**src/rtl/jt89_pkg.sv**
```systemverilog
// rtl/jt89_pkg.sv - shared register indices, latch byte layout and write-FSM states for jt89
package jt89_pkg;

    localparam logic [2:0] TONE0 = 3'd0;
    localparam logic [2:0] VOL0  = 3'd1;
    localparam logic [2:0] TONE1 = 3'd2;
    localparam logic [2:0] VOL1  = 3'd3;
    localparam logic [2:0] TONE2 = 3'd4;
    localparam logic [2:0] VOL2  = 3'd5;
    localparam logic [2:0] NOISE = 3'd6;
    localparam logic [2:0] VOL3  = 3'd7;

    localparam int LATCH_BIT = 7;

    typedef enum logic [1:0] {
        ST_IDLE  = 2'd0,
        ST_SETUP = 2'd1,
        ST_LOW   = 2'd2,
        ST_GAP   = 2'd3
    } wr_state_e;

    function automatic logic is_tone(input logic [2:0] r);
        return (r == TONE0) || (r == TONE1) || (r == TONE2);
    endfunction

    function automatic logic [1:0] tone_ch(input logic [2:0] r);
        case (r)
            TONE1:   tone_ch = 2'd1;
            TONE2:   tone_ch = 2'd2;
            default: tone_ch = 2'd0;
        endcase
    endfunction

    // Noise control only carries 3 bits; bit 3 of its latch nibble must stay 0.
    function automatic logic [3:0] lo_nibble(input logic [2:0] r, input logic [9:0] v);
        case (r)
            NOISE:                  lo_nibble = {1'b0, v[2:0]};
            VOL0, VOL1, VOL2, VOL3: lo_nibble = v[3:0];
            default:                lo_nibble = v[3:0];
        endcase
    endfunction

endpackage

```
**src/rtl/jt89_wr_fifo.sv**
```systemverilog
// rtl/jt89_wr_fifo.sv - synchronous first-word-fall-through request FIFO
module jt89_wr_fifo #(
    parameter int AW = 2,
    parameter int W  = 13
) (
    input  logic         clk,
    input  logic         rst,
    input  logic         push_i,
    input  logic [W-1:0] wdata_i,
    input  logic         pop_i,
    output logic [W-1:0] rdata_o,
    output logic         empty_o,
    output logic         full_o
);

    logic [W-1:0] mem_q [2**AW];
    logic [AW:0]  wptr_q;
    logic [AW:0]  rptr_q;
    logic         push_ok;
    logic         pop_ok;

    // Extra pointer MSB distinguishes full from empty when the indices match.
    assign empty_o = (wptr_q == rptr_q);
    assign full_o  = (wptr_q[AW] != rptr_q[AW]) && (wptr_q[AW-1:0] == rptr_q[AW-1:0]);
    assign push_ok = push_i && !full_o;
    assign pop_ok  = pop_i && !empty_o;
    assign rdata_o = mem_q[rptr_q[AW-1:0]];

    always_ff @(posedge clk) begin
        if (rst) begin
            wptr_q <= '0;
            rptr_q <= '0;
        end else begin
            if (push_ok) wptr_q <= wptr_q + 1'b1;
            if (pop_ok)  rptr_q <= rptr_q + 1'b1;
        end
    end

    always_ff @(posedge clk) begin
        if (push_ok) mem_q[wptr_q[AW-1:0]] <= wdata_i;
    end

endmodule

```
**src/rtl/jt89_wr.sv**
```systemverilog
// rtl/jt89_wr.sv - queues register requests and serialises them into SN76489 byte writes
module jt89_wr
    import jt89_pkg::*;
#(
    parameter int WR_LOW = 4,
    parameter int WR_GAP = 4,
    parameter int AW     = 2
) (
    input  logic       clk,
    input  logic       rst,
    input  logic       clk_en,
    input  logic       req_valid,
    output logic       req_ready,
    input  logic [2:0] req_reg,
    input  logic [9:0] req_val,
    output logic [7:0] dout,
    output logic       wr_n,
    output logic       busy
);

    localparam int CMAX = (WR_LOW > WR_GAP) ? WR_LOW : WR_GAP;
    localparam int CW   = $clog2(CMAX + 1);
    localparam logic [CW-1:0] LOW_LAST = CW'(WR_LOW - 1);
    localparam logic [CW-1:0] GAP_LAST = CW'(WR_GAP - 1);

    wr_state_e     state_q;
    logic [CW-1:0] cnt_q;
    logic [7:0]    dout_q;
    logic          wr_n_q;
    logic [7:0]    data_q;
    logic          pend_q;
    logic [2:0]    hi_v_q;
    logic [5:0]    hi_sh_q [3];

    logic [12:0]   head;
    logic          empty;
    logic          full;
    logic          pop;
    logic [2:0]    head_reg;
    logic [9:0]    head_val;
    logic [7:0]    latch_d;
    logic [7:0]    data_d;
    logic [1:0]    ch_d;
    logic          need_data_d;

    assign pop       = (state_q == ST_IDLE) && !empty;
    assign head_reg  = head[12:10];
    assign head_val  = head[9:0];
    assign req_ready = !full;
    assign busy      = !empty || (state_q != ST_IDLE);
    assign dout      = dout_q;
    assign wr_n      = wr_n_q;

    jt89_wr_fifo #(
        .AW (AW),
        .W  (13)
    ) u_fifo (
        .clk     (clk),
        .rst     (rst),
        .push_i  (req_valid),
        .wdata_i ({req_reg, req_val}),
        .pop_i   (pop),
        .rdata_o (head),
        .empty_o (empty),
        .full_o  (full)
    );

    // The data byte is skipped when the chip already holds these tone high bits.
    always_comb begin
        latch_d            = '0;
        latch_d[LATCH_BIT] = 1'b1;
        latch_d[6:4]       = head_reg;
        latch_d[3:0]       = lo_nibble(head_reg, head_val);
        data_d             = {2'b00, head_val[9:4]};
        ch_d               = tone_ch(head_reg);
        need_data_d        = is_tone(head_reg) &&
                             !(hi_v_q[ch_d] && (hi_sh_q[ch_d] == head_val[9:4]));
    end

    always_ff @(posedge clk) begin
        if (rst) begin
            state_q <= ST_IDLE;
            cnt_q   <= '0;
            dout_q  <= 8'h00;
            wr_n_q  <= 1'b1;
            data_q  <= 8'h00;
            pend_q  <= 1'b0;
            hi_v_q  <= '0;
            for (int i = 0; i < 3; i++) hi_sh_q[i] <= '0;
        end else begin
            case (state_q)
                ST_IDLE: begin
                    if (!empty) begin
                        dout_q  <= latch_d;
                        data_q  <= data_d;
                        pend_q  <= need_data_d;
                        if (is_tone(head_reg)) begin
                            hi_sh_q[ch_d] <= head_val[9:4];
                            hi_v_q[ch_d]  <= 1'b1;
                        end
                        state_q <= ST_SETUP;
                    end
                end
                ST_SETUP: begin
                    wr_n_q  <= 1'b0;
                    cnt_q   <= '0;
                    state_q <= ST_LOW;
                end
                ST_LOW: begin
                    if (clk_en) begin
                        if (cnt_q == LOW_LAST) begin
                            cnt_q   <= '0;
                            wr_n_q  <= 1'b1;
                            state_q <= ST_GAP;
                        end else begin
                            cnt_q <= cnt_q + 1'b1;
                        end
                    end
                end
                ST_GAP: begin
                    if (clk_en) begin
                        if (cnt_q == GAP_LAST) begin
                            cnt_q <= '0;
                            if (pend_q) begin
                                pend_q  <= 1'b0;
                                dout_q  <= data_q;
                                state_q <= ST_SETUP;
                            end else begin
                                state_q <= ST_IDLE;
                            end
                        end else begin
                            cnt_q <= cnt_q + 1'b1;
                        end
                    end
                end
                default: state_q <= ST_IDLE;
            endcase
        end
    end

endmodule

```
**config.mk**
```make
export PLATFORM = sky130hd
export DESIGN_NAME = jt89_wr
export DESIGN_NICKNAME = d
export VERILOG_FILES = /design/src/rtl/jt89_pkg.sv /design/src/rtl/jt89_wr_fifo.sv /design/src/rtl/jt89_wr.sv
export SDC_FILE = /design/constraint.sdc
export NUM_CORES = 1
export LEC_CHECK = 0
export ABC_AREA = 1
export ABC_CLOCK_PERIOD_IN_PS = 2640
export CAP_MARGIN = 15
export CORE_MARGIN = 10
export CORE_UTILIZATION = 30
export DETAILED_ROUTE_END_ITERATION = 16
export PLACE_DENSITY = 0.57
export SYNTH_ARGS = -nofsm -noshare
export SYNTH_HDL_FRONTEND = slang
export SYNTH_HIERARCHICAL = 1
export SYNTH_SLANG_ARGS = --single-unit
```
**constraint.sdc**
```tcl
create_clock -name clk -period 2.64 [get_ports clk]
set_clock_uncertainty 0.1 [all_clocks]
set_input_delay 0.528 -clock clk [delete_from_list [all_inputs] [get_ports clk]]
set_output_delay 0.528 -clock clk [all_outputs]
set_load 0.03 [all_outputs]
```
==> results of run 1 <==
[registers in the layout, indices dropped and copies added, names as in the netlist, named ones only]
name,flops
cnt_q,3
data_q,6
dout,8
hi_sh_q,18
hi_v_q,3
pend_q,1
state_q,2
u_fifo/mem_q,52
u_fifo/rptr_q,3
u_fifo/wptr_q,3
wr_n,1
[per-layer routing]
layer  vias up  global-route usage (%)  wire (um)
met5         -                       0          0
met4         0                    3.66         66
met3         2                    2.77        367
met2        47                    16.7       4830
met1      1506                    12.0       4520
li1       1627                       -          -
[final timing paths]
kind,cells past startpoint,start,to,slack [ns]
hold reg to reg,2,cnt_q[2],cnt_q[2],0.36
setup reg to reg,12,flop,pend_q,0.37
hold / removal,2,cnt_q[2],cnt_q[2],0.36
setup / recovery,7,u_fifo/wptr_q[1],req_ready,0.11
[where the power goes]
| group | internal, mW | leakage [nW] | switching (mW) |
|---|---|---|---|
| Sequential | 1.97 | 0.927 | 0.143 |
| Clock | 0.650 | 0.124 | 0.593 |
| Combinational | 0.811 | 1.04 | 1.60 |
[cell families after synthesis]
kind of cell / Yosys count
buffers and inverters: 63
AOI/OAI and AO/OA: 91
DFF: 102
and+or+nand+nor: 189
adders and majority gates: 10
[metrics by stage]
stage	area [um2]	util [%]
after detailed placement	5020	34.6
after CTS	5300	36.4
after global routing	5300	36.4
after global placement	5020	34.6
final	5300	36.4
after floorplan	4460	-
[final cells by class]
class / count / area (um2) / area share [%]
sequential: 102 / 2740 / 51.8
multi-input combinational: 290 / 1460 / 27.6
timing repair buffer: 46 / 412 / 7.77
clock buffer: 11 / 233 / 4.39
tap: 184 / 230 / 4.35
inverter: 47 / 176 / 3.33
clock inverter: 5 / 42.5 / 0.803
[cells in the mapped netlist (all sizes together)]
cell type / number / area share, %
nor2: 67 / 5.9
nand3: 32 / 4.4
clkbuf: 7 / 0.59
dfxtp: 32 / 14
o21ai: 49 / 5.5
edfxtp: 70 / 47
o22ai: 13 / 1.8
buf: 9 / 1.3
ha: 10 / 2.8
inv: 47 / 4.0
or2: 6 / 0.84
nor3: 1 / 0.11
o31ai: 1 / 0.17
nand4: 2 / 0.28
a21oi: 21 / 2.5
nand2: 79 / 7.1
nand3b: 2 / 0.34
a211oi: 2 / 0.34
a31oi: 5 / 0.70
[repair_timing]
| action | CTS | global route |
|---|---|---|
| hold endpoints to repair | 0 | 0 |
| gates resized for setup | 1 | 0 |
| setup endpoints to repair | 1 | 0 |
[critical path, delay by kind of cell (launching register included)]
kind          cells  cell delay (ns)
buf+inv           4             0.82
flops             1             0.43
simple gates      3             0.29
==> results_dict.tcl, run 1 <==
set metrics [dict create \
    cts_buffers 9 \
    cts_tree "built" \
    finalPower_mw 5.77 \
    wl_per_cell_um 14.3 \
    synthCells 455 \
    clock_sinks 102 \
    cts.clk_slew.worst_paths_ns 0.07 \
    fin_crit_sh_pct 95.9 \
    p_leak_nw 2.09 \
    htree_num_levels 3 \
    layout.cells.non_filler 685 \
    seq_area_frac_synth_pct 61.5 \
    place.gp.congestion 0.842 \
    drcViolationCount 0 \
    cts_root_buf "clkbuf_16" \
    setup_viol 0 \
    synth_area_um2 4460 \
    die_h_um 142 \
    dieWidth_um 142 \
    grt_pass1_wl_mm 16.1 \
    drv_cap 0 \
    place_ws_ns 0.359 \
    max-vdd-ir-drop_mv 0.419 \
    synthAdderAreaFrac_pct 2.80 \
    final_common_cell "nand2_1" \
    core_area_um2 14500 \
    synth_simple_gate_area_share_pct 18.9 \
    via_per_inst 4.65 \
    grt_max_degree 21 \
    run_status "finished, final reports clean" \
    tns_ns 0 \
    holdBufCountCts 0 \
    path_cells "inv_2 -> nand2_1 -> nand2_2 -> nand3_4 -> inv_1 -> inv_1 -> clkdlybuf4s50_1" \
    die_area_um2 20200 \
    ys_types 31 \
    final-hold-violation-count 0 \
    slowest_delay_ns 0.66 \
    cts.path.max_buffers 2 \
    synthMuxAreaShare_pct 0 \
    slew_viol_final 0 \
    pin_count 28 \
    synth_top_family_by_area "simple AND/OR/NAND/NOR gates" \
    crit_slowest_cell "clkdlybuf4s50_1" \
    period_minus_slack_ns 2.53 \
    numPortBuffers 27 \
    synth_xor_area_share_pct 0 \
    placed_cells 669 \
    diodes 0 \
    ys_ff_latch 102 \
    grt_usage_pct 9.98 \
    ant_nets 0 \
    synth_nets 482 \
    p_per_area_nw_per_um2 1090 \
    rows 44 \
    path_max_fanout 7 \
    cts_setup_buffers 0 \
    antenna_found_initial 0 \
    vias 3182 \
    holdWs_ns 0.355 \
    avgSynthCellArea_um2 9.81 \
    num-nets-final 523 \
    hp-class "flop to flop" \
    area_growth_pct 18.7 \
    grt_pass1_vias 3194 \
    drt_wl_total_mm 9.79 \
    worstMarginPinSlew_ns 0.517 \
    insertion_delay_ns 0.35 \
    start_util_pct 30.7 \
    first_pass_iters 4 \
    synth_compound_area_share_pct 11.0 \
    start_kind "flop" \
    worstPathArrival_ns 1.90 \
    fin_ws_ns 0.109 \
    yosys_warnings 6 \
    overflow 0 \
    worstSetupPathType "flop to primary output" \
    slew_headroom_pct 65.5 \
    drive_gt1_share_pct 10.8 \
    required_ns 2.01 \
    cpMostUsedCell "inv_1" \
    rsz0062_at_grt "false" \
    timing.fmax_mhz 395 \
    fillCellCount 1467 \
    dp_hpwl_mm 7.09 \
    final_cell_mix "nand2_1 (73), edfxtp_1 (70), nor2_1 (65), o21ai_0 (47), inv_1 (41)" \
    drt_iter0_markers 340 \
    critPathCaptureType "primary output" \
]
Power figures use the tool's default switching activity.
==> inputs of run 2 (changes only) <==
--- a/config.mk
+++ b/config.mk
@@ -6,12 +6,12 @@
 export NUM_CORES = 1
 export LEC_CHECK = 0
 export ABC_AREA = 1
-export ABC_CLOCK_PERIOD_IN_PS = 2640
+export ABC_CLOCK_PERIOD_IN_PS = 2100
 export CAP_MARGIN = 15
 export CORE_MARGIN = 10
 export CORE_UTILIZATION = 30
 export DETAILED_ROUTE_END_ITERATION = 16
-export PLACE_DENSITY = 0.57
+export PLACE_DENSITY = 0.59
 export SYNTH_ARGS = -nofsm -noshare
 export SYNTH_HDL_FRONTEND = slang
 export SYNTH_HIERARCHICAL = 1
==> constraint.sdc (replaced) <==
create_clock -name clk -period 2.1 [get_ports clk]
set_clock_uncertainty 0.1 [all_clocks]
set_input_delay 0.42 -clock clk [delete_from_list [all_inputs] [get_ports clk]]
set_output_delay 0.42 -clock clk [all_outputs]
set_load 0.03 [all_outputs]
==> run 2 against run 1 <==
  * Sequential share of layout area decreased by 3.4 points
  * Critical path type is now flop to flop
  * Sequential power increased by 27%
  * Worst setup slack got worse by 0.037 ns
  * First-iteration DRC count decreased by 39%
  * Highest routed layer unchanged
  * Die area unchanged
  * Flip-flop and latch count unchanged
  * Final cell count increased by 3.9%
  * Clock power increased by 48%
  * Count of clock-buffer cells in the layout decreased by 1
  * Register-to-register slack got worse by 0.30 ns
  * Combinational power increased by 53%
==> results_dict.tcl, run 2 (synthesis results as in run 1) <==
set metrics [dict create \
    drt_wl_total_mm 9.87 \
    drive_gt1_share_pct 19.3 \
    rsz0062_at_grt "true" \
    drt_iter0_markers 208 \
    antenna_found_initial 0 \
    first_pass_iters 5 \
    final_util_pct 39.2 \
    htree_num_levels 3 \
    grt_pass1_vias 3174 \
    via_per_inst 4.69 \
    dieWidth_um 142 \
    cts_root_buf "clkbuf_16" \
    cts.clk_slew.worst_paths_ns 0.07 \
    critPathCaptureType "flop" \
    worstPathArrival_ns 2.16 \
    diodes 0 \
    core_area_um2 14500 \
    clock_sinks 102 \
    share_comb_of_total_power_pct 45.1 \
    start_util_pct 30.7 \
    max-vdd-ir-drop_mv 0.741 \
    p_sw_mw 3.12 \
    ant_nets 0 \
    seq_power_share_pct 32.5 \
    rows 44 \
    die_area_um2 20200 \
    drcViolationCount 0 \
    timing.fmax_mhz 493 \
    start_kind "flop" \
    worstMarginPinSlew_ns 0.485 \
    vias 3340 \
    wl_per_cell_um 13.9 \
    period_minus_slack_ns 2.03 \
    p_leak_nw 2.29 \
    insertion_delay_ns 0.34 \
    final_cell_mix "nand2_1 (71), edfxtp_1 (70), nor2_1 (64), o21ai_0 (42), inv_1 (39)" \
    finalPower_mw 8.21 \
    intPower_mw 5.09 \
    switching_share_pct 38.0 \
    final_common_cell "nand2_1" \
    final-hold-violation-count 0 \
    reg2reg_depth 14 \
    p_per_area_nw_per_um2 1440 \
    drv_cap 0 \
    cts_buffers 9 \
    grt_usage_pct 9.68 \
    holdBufCountCts 0 \
    slew_headroom_pct 67.5 \
    setup_viol 0 \
    run_status "finished, final reports clean" \
    required_ns 2.23 \
    hp-class "flop to flop" \
    tns_ns 0 \
    overflow 0 \
    numPortBuffers 27 \
    slew_viol_final 0 \
    largest_reg_flops 52 \
    min_path_cells 2 \
    grt_max_degree 19 \
    dp_hpwl_mm 7.12 \
    place.gp.congestion 0.881 \
    clockPowerShare_pct 22.4 \
    fillCellCount 1419 \
    die_h_um 142 \
    pin_count 28 \
    path_max_fanout 13 \
    grt_pass1_wl_mm 15.6 \
    area_growth_pct 27.7 \
    cts_tree "built" \
    worstSetupPathType "flop to flop" \
    num-nets-final 550 \
    cts.path.max_buffers 2 \
    fin_crit_sh_pct 96.6 \
]
==> run 2: critical path, stage by stage, from the launching register on <==
cell     delay [ns]
dfxtp_4        0.39
buf_8          0.14
o21ai_1        0.09
o22ai_2        0.22
buf_6          0.17
buf_4          0.12
nand3_1        0.09
nand3_1        0.11
nand2_1        0.07
nand2_1        0.07
nand3_2        0.06
nor2_1         0.11
nand2_1        0.07
nand2_1        0.07
a21oi_2        0.05
==> run 2: timing repair <==
| item | CTS | global route |
|---|---|---|
| pin swaps | 0 | 5 |
| gates resized for setup | 4 | 29 |
| gates cloned | 0 | 1 |
| setup buffers | 0 | 3 |
| endpoints found under the setup margin | 2 | 31 |
==> run 2: final cells by class <==
type                            count  area, um2  share of cell area [%]
Sequential cell                   102       2760                    48.4
Multi-Input combinational cell    291       1520                    26.7
Timing Repair Buffer               72        673                    11.8
Clock buffer                       10        239                    4.19
Tap cell                          184        230                    4.04
Inverter                           47        179                    3.14
Clock inverter                      6       97.6                    1.71
==> run 2: path summary, 6_finish.rpt <==
kind,startpoint,slack [ns],end
worst max-delay path,flop,0.07,pend_q
worst min-delay path,cnt_q[2],0.36,cnt_q[2]
worst max register to register,flop,0.07,pend_q
worst min register to register,cnt_q[2],0.36,cnt_q[2]
==> run 2: power groups by stage <==
stage | Sequential (mW) | Combinational (mW) | Clock [mW]
floorplan | 2.76 | 2.04 | 0
global placement | 2.68 | 3.37 | 0
detailed placement | 2.68 | 3.43 | 0
CTS | 2.64 | 3.46 | 1.89
global route | 2.70 | 4.11 | 1.98
finish | 2.67 | 3.70 | 1.84
==> run 2: routing by layer <==
| layer | share of wire (%) | GRT usage, % | vias to the layer above | wire length, um |
|---|---|---|---|---|
| met1 | 45 | 11.7 | 1572 | 4460 |
| li1 | - | - | 1690 | - |
| met4 | 2.2 | 4.14 | 0 | 218 |
| met3 | 3.9 | 2.27 | 15 | 380 |
| met5 | 0 | 0 | - | 0 |
| met2 | 49 | 16.2 | 63 | 4810 |
==> run 2: stage by stage <==
stage	instances	hold slack [ns]	cell area (um2)	worst slack, ns
after CTS	708	0.364	5600	0.000313
after floorplan	455	0.322	4480	-0.0119
after global routing	712	0.375	5700	-0.0946
after global placement	692	0.333	5260	-0.0302
after detailed placement	692	0.353	5260	-0.0938
final	712	0.360	5700	0.0713
==> inputs of run 3 (changes only) <==
--- a/config.mk
+++ b/config.mk
@@ -6,12 +6,12 @@
 export NUM_CORES = 1
 export LEC_CHECK = 0
 export ABC_AREA = 1
-export ABC_CLOCK_PERIOD_IN_PS = 2100
+export ABC_CLOCK_PERIOD_IN_PS = 2400
 export CAP_MARGIN = 15
 export CORE_MARGIN = 10
 export CORE_UTILIZATION = 30
 export DETAILED_ROUTE_END_ITERATION = 16
-export PLACE_DENSITY = 0.59
+export PLACE_DENSITY = 0.57
 export SYNTH_ARGS = -nofsm -noshare
 export SYNTH_HDL_FRONTEND = slang
 export SYNTH_HIERARCHICAL = 1
==> constraint.sdc (replaced) <==
create_clock -name clk -period 2.4 [get_ports clk]
set_clock_uncertainty 0.1 [all_clocks]
set_input_delay 0.48 -clock clk [delete_from_list [all_inputs] [get_ports clk]]
set_output_delay 0.48 -clock clk [all_outputs]
set_load 0.03 [all_outputs]
==> run 3 against run 2 <==
  * Flip-flop and latch count unchanged
  * First-iteration DRC count up 42%
  * Count of clock-buffer cells in the layout down 1
  * Final cell count down 2.2%
  * Design area down 4.8%
  * Largest power group unchanged
  * Routed wire length down 1.3%
  * Non-clock buffer count down 15
  * Via count down 3.4%
  * Clock power down 17%
  * Worst setup slack better by 0.13 ns
==> results_dict.tcl, run 3 (synthesis results as in run 1) <==
set metrics [dict create \
    drcViolationCount 0 \
    setup_viol 0 \
    cts_tree "built" \
    insertion_delay_ns 0.35 \
    area_growth_pct 21.6 \
    grt_pass1_vias 3277 \
    place.gp.congestion 0.880 \
    max-vdd-ir-drop_mv 0.475 \
    grt_usage_pct 10.1 \
    drt_wl_total_mm 9.74 \
    worstPathArrival_ns 1.62 \
    start_util_pct 30.7 \
    pin_count 28 \
    ant_nets 0 \
    num-nets-final 534 \
    diodes 0 \
    cts_setup_buffers 0 \
    drt_iter0_markers 296 \
    final_util_pct 37.4 \
    slew_viol_final 0 \
    clock_sinks 102 \
    holdWs_ns 0.355 \
    p_per_area_nw_per_um2 1230 \
    die_area_um2 20200 \
    vias 3225 \
    hold_start "cnt_q[2]" \
    grt_pass1_wl_mm 16.3 \
    tns_ns 0 \
    worstSetupPathType "flop to primary output" \
    numPortBuffers 27 \
    multiInputGateArea_um2 1470 \
    placed_cells 680 \
    rows 44 \
    setup.worst_path.start "u_fifo/wptr_q[0]" \
    die_h_um 142 \
    p_leak_nw 2.17 \
    regArea_um2 2750 \
    place_ws_ns 0.176 \
    htree_num_levels 3 \
    start_kind "flop" \
    slew_headroom_pct 70.5 \
    dp_hpwl_mm 7.22 \
    wl_per_cell_um 14.0 \
    required_ns 1.82 \
    core_area_um2 14500 \
    drive_gt1_share_pct 13.7 \
    drv_cap 0 \
    fillCellCount 1442 \
    critPathCaptureType "primary output" \
    overflow 0 \
    first_pass_iters 4 \
    cts.path.max_buffers 2 \
    path_max_fanout 7 \
    final_common_cell "nand2_1" \
    worstMarginPinSlew_ns 0.440 \
    run_status "finished, final reports clean" \
    timing.fmax_mhz 456 \
    dieWidth_um 142 \
    final-hold-violation-count 0 \
    cts_buffers 9 \
    cts.clk_slew.worst_paths_ns 0.07 \
    rsz0062_at_grt "false" \
    grt_max_degree 20 \
    fin_crit_sh_pct 91.5 \
    hp-class "flop to flop" \
    layout.cells.non_filler 696 \
    cts_root_buf "clkbuf_16" \
    reg2reg_slack_ns 0.24 \
    fin_ws_ns 0.205 \
    period_minus_slack_ns 2.20 \
    largest_reg_flops 52 \
    final_cell_mix "nand2_1 (73), edfxtp_1 (70), nor2_1 (65), o21ai_0 (47), inv_1 (41)" \
    via_per_inst 4.63 \
    antenna_found_initial 0 \
]
run 3: final cells by class:
type / instances / share of cell area, %
Sequential cell: 102 / 50.6
Multi-Input combinational cell: 290 / 27.1
Timing Repair Buffer: 57 / 9.01
Tap cell: 184 / 4.24
Clock buffer: 9 / 4.15
Inverter: 47 / 3.25
Clock inverter: 7 / 1.73
run 3: path summary, 6_finish.rpt:
path	to	cells after the start
hold reg to reg	cnt_q[2]	2
hold / removal	cnt_q[2]	2
setup reg to reg	pend_q	15
setup / recovery	req_ready	7
run 3: what timing repair did:
action                                  CTS  global route
endpoints found under the setup margin    2             8
hold buffers                              0             0
gates cloned                              0             0
resized for setup                         2             5
pin swaps                                 0             0
run 3: through the flow:
| step | power [mW] | area (um2) |
|---|---|---|
| after floorplan | 4.18 | 4460 |
| after global placement | 5.14 | 5110 |
| after detailed placement | 5.18 | 5110 |
| after CTS | 6.71 | 5420 |
| after global routing | 7.18 | 5430 |
| final | 6.68 | 5430 |
run 3: worst max-delay path: stages, from the launching register on:
cell	delay, ns
dfxtp_1	0.44
inv_2	0.08
nand2_2	0.09
nand2_4	0.06
nand3_4	0.09
inv_1	0.05
inv_1	0.04
dlygate4sd2_1	0.39
run 3: where the power goes:
part           internal [mW]  switching, mW
clock                  0.835          0.688
combinational           1.04           1.79
sequential              2.17          0.158
run 3: layer usage:
metal	global-route usage, %	wire, um	part of all wire [%]	vias to the layer above
met5	0	0	0	-
met4	4.52	231	2.4	0
met3	3.57	457	4.7	18
met2	16.0	4490	46	61
met1	12.1	4560	47	1494
li1	-	-	-	1652
